`src/rtl/carpim_istemci.sv`:
```
// Initiator end of the serial multiply link: serializes {a,b} onto tx, then
// deserializes the 2*WIDTH-bit product from rx. Optional check: CARPIM_KONTROL_EN.
module carpim_istemci #(
  parameter int unsigned WIDTH   = 3,
  parameter int unsigned TIMEOUT = 32
) (
  input  logic                 clk,
  input  logic                 rst,
  input  logic                 start,
  input  logic [WIDTH-1:0]     a,
  input  logic [WIDTH-1:0]     b,
  input  logic                 rx,
  output logic                 tx,
  output logic                 busy,
  output logic                 done,
  output logic                 timeout,
  output logic [2*WIDTH-1:0]   product
`ifdef CARPIM_KONTROL_EN
  ,
  output logic                 hata
`endif
);

  localparam int unsigned PW = 2 * WIDTH;
  localparam int unsigned CW = $clog2(PW + 1);
  localparam int unsigned TW = (TIMEOUT > 1) ? $clog2(TIMEOUT) : 1;

  typedef enum logic [2:0] {
    IDLE       = 3'd0,
    SEND_START = 3'd1,
    SEND_DATA  = 3'd2,
    WAIT_RESP  = 3'd3,
    RECV_DATA  = 3'd4
  } state_t;

  state_t          state_q, state_d;
  logic [PW-1:0]   tx_sh_q, tx_sh_d;
  logic [PW-1:0]   rx_sh_q, rx_sh_d;
  logic [CW-1:0]   bit_cnt_q, bit_cnt_d;
  logic [TW-1:0]   wait_cnt_q, wait_cnt_d;
  logic            tx_d, done_d, timeout_d;
  logic [PW-1:0]   product_d;
  logic            last_bit, wait_expired;

  assign last_bit     = (bit_cnt_q == CW'(PW - 1));
  assign wait_expired = (wait_cnt_q == TW'(TIMEOUT - 1));

  // State register
  always_ff @(posedge clk) begin
    if (rst) state_q <= IDLE;
    else     state_q <= state_d;
  end

  // Next-state logic
  always_comb begin
    state_d = state_q;
    case (state_q)
      IDLE:       if (start) state_d = SEND_START;
      SEND_START: state_d = SEND_DATA;
      SEND_DATA:  if (last_bit) state_d = WAIT_RESP;
      WAIT_RESP: begin
        // A start bit arriving on the final wait cycle beats the timeout.
        if (rx)                state_d = RECV_DATA;
        else if (wait_expired) state_d = IDLE;
      end
      RECV_DATA:  if (last_bit) state_d = IDLE;
      default:    state_d = IDLE;
    endcase
  end

  // Datapath/output next values; outputs are registered from these
  always_comb begin
    tx_d       = 1'b0;
    tx_sh_d    = tx_sh_q;
    rx_sh_d    = rx_sh_q;
    bit_cnt_d  = '0;
    wait_cnt_d = '0;
    done_d     = 1'b0;
    timeout_d  = 1'b0;
    product_d  = product;
    case (state_q)
      IDLE: begin
        if (start) begin
          tx_sh_d = {a, b};
          tx_d    = 1'b1;
        end
      end
      SEND_START: begin
        tx_d    = tx_sh_q[PW-1];
        tx_sh_d = tx_sh_q << 1;
      end
      SEND_DATA: begin
        if (!last_bit) begin
          tx_d      = tx_sh_q[PW-1];
          tx_sh_d   = tx_sh_q << 1;
          bit_cnt_d = bit_cnt_q + CW'(1);
        end
      end
      WAIT_RESP: begin
        if (rx)                 rx_sh_d    = '0;
        else if (wait_expired)  timeout_d  = 1'b1;
        else                    wait_cnt_d = wait_cnt_q + TW'(1);
      end
      RECV_DATA: begin
        rx_sh_d = {rx_sh_q[PW-2:0], rx};
        if (last_bit) begin
          product_d = {rx_sh_q[PW-2:0], rx};
          done_d    = 1'b1;
        end else begin
          bit_cnt_d = bit_cnt_q + CW'(1);
        end
      end
      default: ;
    endcase
  end

  // Registered datapath and outputs
  always_ff @(posedge clk) begin
    if (rst) begin
      tx_sh_q    <= '0;
      rx_sh_q    <= '0;
      bit_cnt_q  <= '0;
      wait_cnt_q <= '0;
      tx         <= 1'b0;
      busy       <= 1'b0;
      done       <= 1'b0;
      timeout    <= 1'b0;
      product    <= '0;
    end else begin
      tx_sh_q    <= tx_sh_d;
      rx_sh_q    <= rx_sh_d;
      bit_cnt_q  <= bit_cnt_d;
      wait_cnt_q <= wait_cnt_d;
      tx         <= tx_d;
      busy       <= (state_d != IDLE);
      done       <= done_d;
      timeout    <= timeout_d;
      product    <= product_d;
    end
  end

`ifdef CARPIM_KONTROL_EN
  logic [PW-1:0] expected_q;

  // Local reference product, compared against the received one on done
  always_ff @(posedge clk) begin
    if (rst) begin
      expected_q <= '0;
      hata       <= 1'b0;
    end else begin
      if (state_q == IDLE && start) expected_q <= PW'(a) * PW'(b);
      if (done_d)         hata <= (product_d != expected_q);
      else if (timeout_d) hata <= 1'b0;
    end
  end
`endif

endmodule

```
`config.mk`:
```
export PLATFORM = sky130hd
export DESIGN_NAME = carpim_istemci
export DESIGN_NICKNAME = d
export VERILOG_FILES = /design/src/rtl/carpim_istemci.sv
export SDC_FILE = /design/constraint.sdc
export NUM_CORES = 1
export LEC_CHECK = 0
export ABC_AREA = 1
export ABC_CLOCK_PERIOD_IN_PS = 1500
export BUFFER_PORTS_ARGS = -buffer_cell sky130_fd_sc_hd__buf_2
export CAP_MARGIN = 20
export CORE_UTILIZATION = 40
export DETAILED_ROUTE_END_ITERATION = 8
export HOLD_SLACK_MARGIN = 0.06
export PLACE_DENSITY = 0.61
export SLEW_MARGIN = 10
export SYNTH_ARGS = -nofsm -noshare
export SYNTH_HDL_FRONTEND = slang
export SYNTH_SLANG_ARGS = --single-unit
```
`constraint.sdc`:
```
create_clock -name clk -period 1.5 [get_ports clk]
set_input_delay 0.075 -clock clk [delete_from_list [all_inputs] [get_ports clk]]
set_output_delay 0.075 -clock clk [all_outputs]
set_load 0.005 [all_outputs]
```
==> results_dict.tcl <==
set metrics [dict create \
    status "finished, final reports clean" \
    cts_tree "done" \
    multi_input_comb_area_sq_um 693 \
    fin_crit_ns 1.37 \
    r2r-start "wait_cnt_q[0]" \
    layout-drive-gt1-share 0.236 \
    max_stage_delay_ns 0.34 \
    diodes 0 \
    grt_util_all_layers 0.158 \
    peakVddDrop_mv 0.595 \
    hold_viol_final 0 \
    drc_errors 0 \
    grt_pass1_vias 1021 \
    critPathSlowestCell "dfxtp_2" \
    firstDrtPassIters 4 \
    crit_chain "ha_1 > nand2_1 > nor2_1 > ha_2 > nor2_4 > nand3_2 > nor3b_1" \
    use_met1 0.192 \
    critPathLaunch "wait_cnt_q[0]" \
    power_density_nw_per_um2 942 \
    routedWlPerCell_um 10.0 \
    rrSetupSlack_ns 0.13 \
    drv_cap 0 \
    die_h_um 61.6 \
    reg2reg_depth 7 \
    yosysWarnings 0 \
    worstPathRequired_ns 1.76 \
    worstMarginPinSlew_ns 0.276 \
    io_buffers 19 \
    arrival_ns 1.63 \
    critPathKind "reg -> reg" \
    endpoint "wait_cnt_q[2]" \
    min_period_over_period 0.911 \
    leakage_nw 0.827 \
    synth_cell_types 26 \
    tns_ns 0 \
    setup_viol 0 \
    antenna_found_initial 0 \
    place_congestion 0.783 \
    synth-edff-count 0 \
    path_max_fanout 5 \
    cts_buffers 5 \
    io_pins 20 \
    cts_max_level 2 \
    cts.sinks 32 \
    vias_per_cell 4.45 \
    cts_root_buffer "clkbuf_4" \
    final_util 0.517 \
    drtIter0Drc 21 \
    synth_nets 203 \
    async_reset_ff_frac 0 \
    grt_max_degree 15 \
    seq_area_frac_synth 0.451 \
    num_rows 21 \
    final_common_cell "nand2_1" \
    fillerInstances 350 \
    nNetsFinal 238 \
    die_x_um 61.6 \
    drt_wl_total_um 2710 \
    start_util 0.422 \
    synth_ff_type "dfxtp_1" \
    placeableCoreArea_sq_um 3360 \
    finalClockSkew_ns 0.00942 \
    grt_pass1_wl_um 4310 \
    clk_path_buf_depth 2 \
    clock.fmax_mhz 732 \
    dieArea_sq_um 3790 \
    r2r_end "wait_cnt_q[2]" \
    synth.avg_cell_area_sq_um 7.51 \
    syn_to_final_growth_pct 22.5 \
    power_w 0.00164 \
    synth_cells 189 \
    slew_viol_final 0 \
    final_cell_mix "nand2_1 (53), dfxtp_1 (31), nor2_1 (25)" \
    grt_setup_unrepaired "no" \
    hold_path.class "in -> reg" \
    synth_seq_cells 32 \
    path_clk_slew_ns 0.10 \
    seqCellArea_sq_um 642 \
    insertion_delay_ns 0.33 \
    vias 1206 \
    busiest_layer "met2" \
    gr-usage-met3 0.0630 \
    ant_nets 0 \
    hpwlAfterDp_um 1940 \
    start_kind "flip-flop" \
    grt-ovfl-total 0 \
    syn_area_sq_um 1420 \
    max_slew_margin 0.815 \
    met2_usage 0.257 \
    end_kind "flip-flop" \
]
==> cell usage after synthesis, types with 2 or more instances <==
library cell / number / area [sq um]
nand2_1: 53 / 199
dfxtp_1: 32 / 641
nor2_1: 26 / 97.6
nand3_1: 18 / 90.1
inv_1: 17 / 63.8
a21oi_1: 8 / 40.0
nand2_2: 6 / 37.5
ha_1: 4 / 50.1
nand3_2: 3 / 30.0
inv_2: 2 / 7.51
nand4_1: 2 / 12.5
nor2_2: 2 / 12.5
nor2_4: 2 / 22.5
nor3b_1: 2 / 15.0
==> cells by family after synthesis <==
logic type / share of synthesized area
buffers and inverters: 0.0697
AOI/OAI and AO/OA: 0.0406
adders and majority gates: 0.0353
DFF: 0.451
xor gates and xnor gates: 0.0123
and+or+nand+nor: 0.391
==> area by class of cell <==
class	instances	area share
multi-input combinational	133	0.399
tap	46	0.0331
inverter	22	0.0497
clock inverter	2	0.00576
sequential	32	0.369
timing repair buffer	30	0.114
clock buffer	6	0.0295
==> power by group <==
| part | leakage, nW | internal (W) | switching [W] |
|---|---|---|---|
| registers | 0.261 | 0.000883 | 0.0000199 |
| logic | 0.528 | 0.0000931 | 0.000129 |
| clock network | 0.0380 | 0.000223 | 0.000290 |
| total | 0.827 | 0.00120 | 0.000439 |
==> routing by layer <==
metal / vias up / routed length, um
met5: - / 0
met4: 0 / 27
met3: 2 / 116
met2: 22 / 1220
met1: 526 / 1340
li1: 656 / -
==> metrics by stage <==
stage | worst slack, ns | hold slack, ns | instance area (sq um) | cells
CTS | 0.0592 | 0.137 | 1720 | 271
floorplan | 0.190 | 0.150 | 1420 | 189
finish | 0.133 | 0.146 | 1740 | 271
global placement | 0.119 | 0.344 | 1580 | 255
global route | 0.00619 | 0.194 | 1740 | 271
detailed placement | 0.0528 | 0.344 | 1580 | 255
==> how the worst min path moves through the flow <==
stage               startpoint    endpoint  slack [ns]  cells after the start
finish                   start          tx        0.15                      5
global route             start  state_q[0]        0.19                      5
CTS                      start          tx        0.14                      5
detailed placement          rx     timeout        0.34                      2
global placement            rx     timeout        0.34                      2
floorplan                   rx     timeout        0.15                      1
==> sequential cells by signal (all words and copies together) (netlist names), 3 cells and up <==
| register | flops |
|---|---|
| rx_sh_q | 5 |
| wait_cnt_q | 5 |
| tx_sh_q | 6 |
| state_q | 3 |
| bit_cnt_q | 3 |
| product | 6 |
==> what timing repair did <==
action,in CTS,in global routing
resized for setup,0,6
hold endpoints to repair,9,0
hold buffers,8,0
setup endpoints to repair,0,2
buffers inserted,0,0
==> critical path: cells and delay by family (launching register included) <==
family,cells,cell delay [ns]
adders and majority gates,2,0.38
and+or+nand+nor,5,0.58
DFF,1,0.34
Power figures use the tool's default switching activity.
